## src/rtl/lfsr_stream_decrypt.sv

```systemverilog
// Receive-side LFSR stream cipher: regenerates the keystream from a 32-bit seed and XORs it out of a ciphertext block.
// Optional all-ones seed rejection is enabled by defining LFSR_DEC_LOCKUP_CHECK_EN.
module lfsr_stream_decrypt #(
  parameter int                    LFSR_WIDTH     = 32,
  parameter logic [LFSR_WIDTH-1:0] TAP_MASK       = 32'h80200003,
  parameter int                    BLOCK_BITS     = 256,
  parameter int                    BITS_PER_CYCLE = 1
) (
  input  logic                  i_Clk,
  input  logic                  i_Reset,
  input  logic                  i_Enable,
  input  logic                  i_In_Valid,
  output logic                  o_In_Ready,
  input  logic [LFSR_WIDTH-1:0] i_Seed,
  input  logic [BLOCK_BITS-1:0] i_Cipher,
  output logic                  o_Out_Valid,
  input  logic                  i_Out_Ready,
  output logic [BLOCK_BITS-1:0] o_Plain,
  output logic                  o_Busy,
  output logic                  o_Err
);

  localparam int NCHUNK = BLOCK_BITS / BITS_PER_CYCLE;
  localparam int CW     = $clog2(NCHUNK) + 1;

  localparam logic [1:0] ST_IDLE = 2'd0;
  localparam logic [1:0] ST_RUN  = 2'd1;
  localparam logic [1:0] ST_HOLD = 2'd2;

  logic [1:0]                state_q;
  logic [LFSR_WIDTH-1:0]     lfsr_q, lfsr_d;
  logic [BLOCK_BITS-1:0]     cipher_q;
  logic [BLOCK_BITS-1:0]     plain_q, plain_d;
  logic [CW-1:0]             count_q;
  logic [BITS_PER_CYCLE-1:0] ks;
  logic                      err_q;
  logic                      seed_lockup;
  logic                      last_chunk;

`ifdef LFSR_DEC_LOCKUP_CHECK_EN
  assign seed_lockup = (i_Seed == {LFSR_WIDTH{1'b1}});
`else
  assign seed_lockup = 1'b0;
`endif

  // Unroll BITS_PER_CYCLE XNOR-feedback steps; ks[b] is the low bit before step b.
  always_comb begin : keystream_steps
    logic [LFSR_WIDTH-1:0] s;
    s  = lfsr_q;
    ks = '0;
    for (int b = 0; b < BITS_PER_CYCLE; b++) begin
      ks[b] = s[0];
      s     = {s[LFSR_WIDTH-2:0], ~^(s & TAP_MASK)};
    end
    lfsr_d = s;
  end

  always_comb begin
    plain_d = plain_q;
    for (int c = 0; c < NCHUNK; c++) begin
      if (count_q == CW'(c)) begin
        plain_d[c*BITS_PER_CYCLE +: BITS_PER_CYCLE] =
          cipher_q[c*BITS_PER_CYCLE +: BITS_PER_CYCLE] ^ ks;
      end
    end
  end

  assign last_chunk = (count_q == CW'(NCHUNK - 1));

  always_ff @(posedge i_Clk) begin
    if (i_Reset) begin
      state_q  <= ST_IDLE;
      lfsr_q   <= '0;
      cipher_q <= '0;
      plain_q  <= '0;
      count_q  <= '0;
      err_q    <= 1'b0;
    end else begin
      // The error flag is a single-cycle pulse even if the enable drops right after.
      err_q <= 1'b0;
      if (i_Enable) begin
        case (state_q)
          ST_IDLE: begin
            if (i_In_Valid) begin
              if (seed_lockup) begin
                err_q <= 1'b1;
              end else begin
                lfsr_q   <= i_Seed;
                cipher_q <= i_Cipher;
                count_q  <= '0;
                state_q  <= ST_RUN;
              end
            end
          end
          ST_RUN: begin
            plain_q <= plain_d;
            lfsr_q  <= lfsr_d;
            count_q <= count_q + 1'b1;
            if (last_chunk) state_q <= ST_HOLD;
          end
          ST_HOLD: begin
            if (i_Out_Ready) state_q <= ST_IDLE;
          end
          default: state_q <= ST_IDLE;
        endcase
      end
    end
  end

  assign o_In_Ready  = (state_q == ST_IDLE);
  assign o_Busy      = (state_q == ST_RUN);
  assign o_Out_Valid = (state_q == ST_HOLD);
  assign o_Plain     = plain_q;
  assign o_Err       = err_q;

endmodule

```

## config.mk

```make
export PLATFORM = sky130hd
export DESIGN_NAME = lfsr_stream_decrypt
export DESIGN_NICKNAME = d
export VERILOG_FILES = /design/src/rtl/lfsr_stream_decrypt.sv
export SDC_FILE = /design/constraint.sdc
export NUM_CORES = 1
export LEC_CHECK = 0
export CORE_MARGIN = 3
export CORE_UTILIZATION = 40
export CTS_CLUSTER_DIAMETER = 150
export CTS_CLUSTER_SIZE = 14
export DETAILED_ROUTE_END_ITERATION = 8
export PLACE_DENSITY_LB_ADDON = 0.12
export SKIP_CTS_REPAIR_TIMING = 1
export SLEW_MARGIN = 10
export SYNTH_ARGS = -nofsm -noshare
export SYNTH_HDL_FRONTEND = slang
export SYNTH_SLANG_ARGS = --single-unit
```

## constraint.sdc

```tcl
create_clock -name i_Clk -period 1.9 [get_ports i_Clk]
set_input_delay 0.19 -clock i_Clk [delete_from_list [all_inputs] [get_ports i_Clk]]
set_output_delay 0.19 -clock i_Clk [all_outputs]
set_load 0.05 [all_outputs]
```

# [Word level (Yosys, flattened, before mapping)]
# Index checks and enable logic that the tools add are counted.
[totals] inputBits=293 elab_cells=1048 output_inout_bits=260 ff_bits=555
[classes] n_addsub=1 reduce_logical=263 bitwise_logic=256 eq_ne=260 n_mux=8
[ops] op="$eq 9x8->1 const B" count=128
[ops] op="$reduce_and 3->1" count=258
[ops] op="$eq 9x7->1 const B" count=64
[ops] op="$eq 9x6->1 const B" count=32
[ops] op="$xor 1x1->1" count=256
[ops] op="$eq 9x5->1 const B" count=16
[ops] op="$eq 9x4->1 const B" count=8
[ops] op="$pmux 32 s2" count=1
[ops] op="$eq 9x3->1 const B" count=4
[ops] op="$mux 32" count=1
[ops] op="$reduce_xnor 32->1" count=1
[ops] op="$eq 9x2->1 const B" count=2
[ops] op="$pmux 9 s2" count=1
[ops] op="$add 9x1->9 const B" count=1
[ops] op="$eq 9x1->1 const B" count=1
[ops] op="$logic_not 9->1" count=1
[ops] op="$mux 9" count=1
[ops] op="$mux 2" count=3
[ops] op="$pmux 2 s3" count=1
[ops] op="$ne 2x1->1 const B" count=2
[ops] op="$reduce_and 4->1" count=1
[ops] op="$eq 2x1->1 const B" count=1
[ops] op="$eq 2x2->1 const B" count=1
[ops] op="$logic_not 2->1" count=1
[ops] op="2 further kinds" count=2

# [Longest topological paths before layout]
[depth] word_depth=3 ltp_mapped=9 ltp_nobuf=7

# [Worst setup path before layout]
# OpenSTA, ideal clock, no wires.
[synth_timing] path_type="register to register" startpoint="register state_q[1]" endpoint="register lfsr_q[24]" stages_incl_launch_ff=7 setup_time_ps=91 arrival_time_ps=1650 slack_ps=159 required_ps=1809 n_path_buf=2 synth_period_minus_slack_ps=1741 path_cell_list="dfxtp_1 -> nand2b_1 -> clkbuf_1 -> clkinv_1 -> clkbuf_1 -> nand2_1 -> a311oi_1"
[synth_via] elab_chain_len=3 elab_cells_between_ends=6 classes_between="eq/ne: 2; mux: 1; reduce/logical: 3"
[synth_lines] item="from (decl)" line="30" rtl="logic [1:0] state_q;"
[synth_lines] item="from (signal assigned)" line="72" rtl="state_q <= ST_IDLE;"
[synth_lines] item="from (signal assigned)" line="91" rtl="state_q <= ST_RUN;"
[synth_lines] item="from (signal assigned)" line="99" rtl="if (last_chunk) state_q <= ST_HOLD;"
[synth_lines] item="$eq 2x1->1 (*)"
[synth_lines] item="named net o_Busy" line="19" rtl="output logic o_Busy,"
[synth_lines] item="$reduce_bool 2->1 (no line)"
[synth_lines] item="$reduce_and 3->1 (no line)"
[synth_lines] item="to (signal assigned)" line="88" rtl="lfsr_q <= i_Seed;"
[synth_lines] item="to (signal assigned)" line="97" rtl="lfsr_q <= lfsr_d;"
[synth_lines] item="to (decl)" line="31" rtl="logic [LFSR_WIDTH-1:0] lfsr_q, lfsr_d;"
# The timed path passes the listed nets; every way through them passes the cells marked *.
# A chain may end at the register's enable or synchronous reset.

# [Worst setup path in the final report]
[layout_timing] startpoint="register state_q[1]" endpoint="output o_Busy"
[layout_via] elab_chain_len=1
[layout_lines] item="$eq 2x1->1" line="111" rtl="assign o_Busy = (state_q == ST_RUN);"
[layout_lines] item="to (decl)" line="19"
# Every way passes these cells.

==> results.md <==
Yosys:
- When the netlist entered floorplanning its net count stood at a little over 3,000.
- The unique cell type count in the Yosys netlist is 47.
- By instance count, the leading cell after synthesis is sky130_fd_sc_hd__nand2_1.
- The mean instance size in the synthesized netlist is 8.97 um2.
- Synthesis produced 2,723 cells.
- For this run, the number of Yosys warnings is 0.
- The biggest area contributor in the post-synthesis netlist is sky130_fd_sc_hd__dfxtp_1.
- Summed over its instances, the top area cell type makes up between 40 and 50% of the synthesized netlist area.
- The part of the Yosys area used for sequential elements is a little under half.
- In this run, synthesis produced a sequential element count of between 500 and 600.
- Yosys mapped a number of flops with a built-in enable equal to 0.
- The prevailing post-synth register cell is sky130_fd_sc_hd__dfxtp_1.
- The share of async-settable or async-resettable flops after synthesis is 0%.
- By count the netlist is led by 576 x sky130_fd_sc_hd__nand2_1, 555 x sky130_fd_sc_hd__dfxtp_1, 287 x sky130_fd_sc_hd__a311oi_1.
- The summed instance area of the synthesized netlist is 0.0244 mm2.
- By area the synthesized netlist is led by sky130_fd_sc_hd__dfxtp_1 45%, sky130_fd_sc_hd__a311oi_1 10%, sky130_fd_sc_hd__xnor2_1 9.3%.

Floorplan:
- For this configuration, the core starts out at a cell density of between 40% and 50%.
- The width of the chip is ~250 um.
- The number of standard-cell rows in the floorplan is 89.
- Pin placement for this block handled ~550 I/O pins.
- After floorplanning, the core was sized to cover 0.0597 mm2.
- The floorplan die area is roughly 0.064 mm2.
- The floorplan step set the die height to approximately 250 um.

GRT:
- The largest net degree at the start of global routing is between 150 and 200.
- The via count of the first global-routing pass is about 23,000.
- The first global-routing pass estimated 148 mm of wire.
- The total track usage is approximately 30%.
- The leftover overflow at the end of global routing is 0.
- The number of antenna violations at the first check in global routing is 10.

Timing:
- The count of final max-slew check failures is 0.
- After layout, the minimum clock period comes to between 1.5 and 2 ns.
- The transition time of the tightest slew-check pin is between 0.7 and 0.8 ns.
- The final period utilization is slightly below 100%.
- The count of final hold-check violations is 0.
- The maximum clock frequency is between 500 and 600 MHz.
- Measured against its own limit, the worst slew margin works out to 51.3%.
- Setup repair after global routing could not meet its margin everywhere.
- The sum of negative setup slack is 0 ns.
- The worst clock skew is roughly 0.030 ns.
- The worst hold slack is between 0.1 and 0.15 ns.
- Setup violations remaining at the end of the flow were counted as 0.

Final layout:
- In the final layout, the share of cells above drive strength 1 is a little over a tenth.
- Compared with the post-synthesis result, the final layout area differs by 36.8%.
- After the last flow step, the layout net total stands at 3,474.

Placed design:
- Detailed placement finished with a half-perimeter wire length of about 70 mm.
- The routability congestion estimate from global placement is just under 0.9.
- Input and output buffers added on the ports amount to 551.

Critical path:
- The maximum fanout encountered on the critical timing path is 17.
- The buffers plus inverters on the worst setup path is 4.
- The startpoint class of the critical path is a flip-flop.
- STA classifies the critical path endpoint as an output port.
- The dominant delay contributor by cell family on the critical path is buffers and inverters.
- Data on the critical path is required at its endpoint by about 1.7 ns.
- The class of the most critical setup path is flip-flop to output port.
- Walking the worst path, the cells encountered are buf_6 -> nand2b_4 -> clkinvlp_4 -> buf_12 -> buf_8.
- The maximum single-stage delay on the critical path is 0.41 ns.
- At the worst endpoint, the arrival time is 1.70 ns.
- The slowest stage of the critical path belongs to the cell sky130_fd_sc_hd__dfxtp_4.

Job:
- The number of max-cap violations is 0.

Clock tree:
- TritonCTS built the clock tree.
- Buffers inserted during clock tree synthesis total 45.
- The clock passes through at most 3 buffers.
- The H-tree level count is 2.
- Clock-pin slew was measured on the worst setup and hold paths at approximately 0.08 ns.
- Clock tree synthesis found a total of 555 sinks.
- The root buffer cell chosen for the clock tree is sky130_fd_sc_hd__clkbuf_16.
- The clock network latency to the later pin of the worst-skew pair is 0.59 ns.

Status:
- The run finished with clean final reports.

Routing:
- Summed over all layers, the routed wires come to 101 mm.
- The post-detailed-route via-to-cell ratio is between 6 and 7.
- The iteration count of the initial detailed-routing pass is 5.
- The number of vias after detailed routing is 23,800.
- The routed length per placed instance is 25.6 um.
- Once detail routing completed, the nets flagged for antenna violations numbered 0.
- The DRC violation total after the first TritonRoute iteration is ~1,800.
- The DRC violation count after routing is 0.

Pwr:
- The static leakage is approximately 14 nW.
- In this run the power density over the cells is between 700 and 800 mW/mm2.
- The maximum vdd drop is approximately 0.55 mV.

Min path:
- The min-delay analysis places its worst path in the category primary input to flip-flop.
-- state kept, by name (all words and copies together) (netlist names) --
signal    flops
cipher_q    256
count_q       9
lfsr_q       32
state_q       2
o_Plain     256
-- metal layers --
metal / vias to the layer above / global-route usage, % / part of all wire (%)
met5: - / 0 / 0.034
met4: 4 / 13.5 / 4.7
met3: 233 / 5.97 / 7.8
met2: 1105 / 51.1 / 48
met1: 11600 / 36.8 / 39
li1: 10900 / - / -
-- worst reg2reg max path: stages, from the launching register on --
cell	delay, ns
sky130_fd_sc_hd__dfxtp_1	0.36
sky130_fd_sc_hd__inv_1	0.15
sky130_fd_sc_hd__ha_2	0.27
sky130_fd_sc_hd__buf_4	0.14
sky130_fd_sc_hd__nand3b_1	0.24
sky130_fd_sc_hd__nor2_2	0.41
sky130_fd_sc_hd__a311oi_1	0.15
-- final cells by class --
| class | instances | area, um2 |
|---|---|---|
| antenna | 7 | 17.5 |
| clock buffer | 46 | 1130 |
| clock inverter | 3 | 25.0 |
| fill | 5310 | 26300 |
| inverter | 7 | 30.0 |
| multi-input combinational | 1836 | 11900 |
| sequential | 555 | 11100 |
| tap | 773 | 967 |
| timing repair buffer | 731 | 8290 |
-- power breakdown --
part | total, mW | internal (mW) | leakage [nW] | switching [mW]
logic | 3.36 | 1.61 | 9.04 | 1.76
clock network | 8.45 | 4.21 | 0.565 | 4.24
registers | 12.2 | 12.0 | 4.51 | 0.230
total | 24.0 | 17.8 | 14.1 | 6.23
-- placed cells by master (no fill, tap or decap), types with 3 or more instances in the layout --
| cell type | Yosys | routed |
|---|---|---|
| sky130_fd_sc_hd__nor2_2 | 7 | 22 |
| sky130_fd_sc_hd__and3b_1 | 9 | 9 |
| sky130_fd_sc_hd__clkdlybuf4s50_1 | 0 | 291 |
| sky130_fd_sc_hd__o31ai_1 | 3 | 3 |
| sky130_fd_sc_hd__clkbuf_16 | 0 | 46 |
| sky130_fd_sc_hd__nand2b_1 | 7 | 6 |
| sky130_fd_sc_hd__nor3_1 | 32 | 32 |
| sky130_fd_sc_hd__or3b_4 | 0 | 3 |
| sky130_fd_sc_hd__nor3b_4 | 0 | 3 |
| sky130_fd_sc_hd__buf_6 | 6 | 3 |
| sky130_fd_sc_hd__o21ai_0 | 4 | 4 |
| sky130_fd_sc_hd__buf_12 | 0 | 79 |
| sky130_fd_sc_hd__dlymetal6s2s_1 | 0 | 207 |
| sky130_fd_sc_hd__inv_1 | 6 | 6 |
| sky130_fd_sc_hd__dfxtp_1 | 555 | 551 |
| sky130_fd_sc_hd__nand2_1 | 576 | 576 |
| sky130_fd_sc_hd__or4_1 | 4 | 4 |
| sky130_fd_sc_hd__xnor2_1 | 259 | 259 |
| sky130_fd_sc_hd__a41oi_1 | 255 | 255 |
| sky130_fd_sc_hd__nand3b_1 | 9 | 9 |
| sky130_fd_sc_hd__a21oi_1 | 263 | 263 |
| sky130_fd_sc_hd__and2_4 | 0 | 5 |
| sky130_fd_sc_hd__a31oi_1 | 4 | 4 |
| sky130_fd_sc_hd__a311oi_1 | 287 | 287 |
| sky130_fd_sc_hd__buf_4 | 56 | 147 |
| sky130_fd_sc_hd__diode_2 | 0 | 7 |
| sky130_fd_sc_hd__nor2_1 | 63 | 46 |
| sky130_fd_sc_hd__nand3_1 | 11 | 11 |
-- kinds of logic (layout without fill, tap and decap cells) --
family	count (synthesis)	in the layout	synth area share, %
compound gates	821	821	25.3
simple gates	750	750	12.9
flops	555	555	45.5
buf+inv	332	787	6.75
xor+xnor	259	259	9.29
fa+ha+maj	5	5	0.256
other cells	1	8	0.0154
-- metrics by stage --
stage                     util [%]  setup WS (ns)  instance area (um2)  instances  power (mW)
after floorplan                  -          0.159                24400       2723        14.3
after global placement        52.9         -0.130                31600       3899        15.7
after detailed placement      52.9         -0.233                31600       3899        15.8
after CTS                     54.8         -0.415                32700       3948        24.1
after global routing          56.0        -0.0553                33400       3955        24.8
final                         56.0         0.0128                33400       3958        24.0
-- worst paths after layout --
path                                                  from  slack (ns)                    endpoint  cells past startpoint
worst max-delay path               state_q[1]$_SDFFE_PP0P_        0.01                      o_Busy                      5
worst min-delay path                         i_Cipher[253]        0.14  cipher_q[253]$_SDFFE_PP0P_                      3
worst max register to register     count_q[0]$_SDFFE_PP0P_        0.04   o_Plain[228]$_SDFFE_PP0P_                      6
worst min register to register  cipher_q[247]$_SDFFE_PP0P_        0.47  cipher_q[247]$_SDFFE_PP0P_                      2
(Power assumes the default switching activity.)
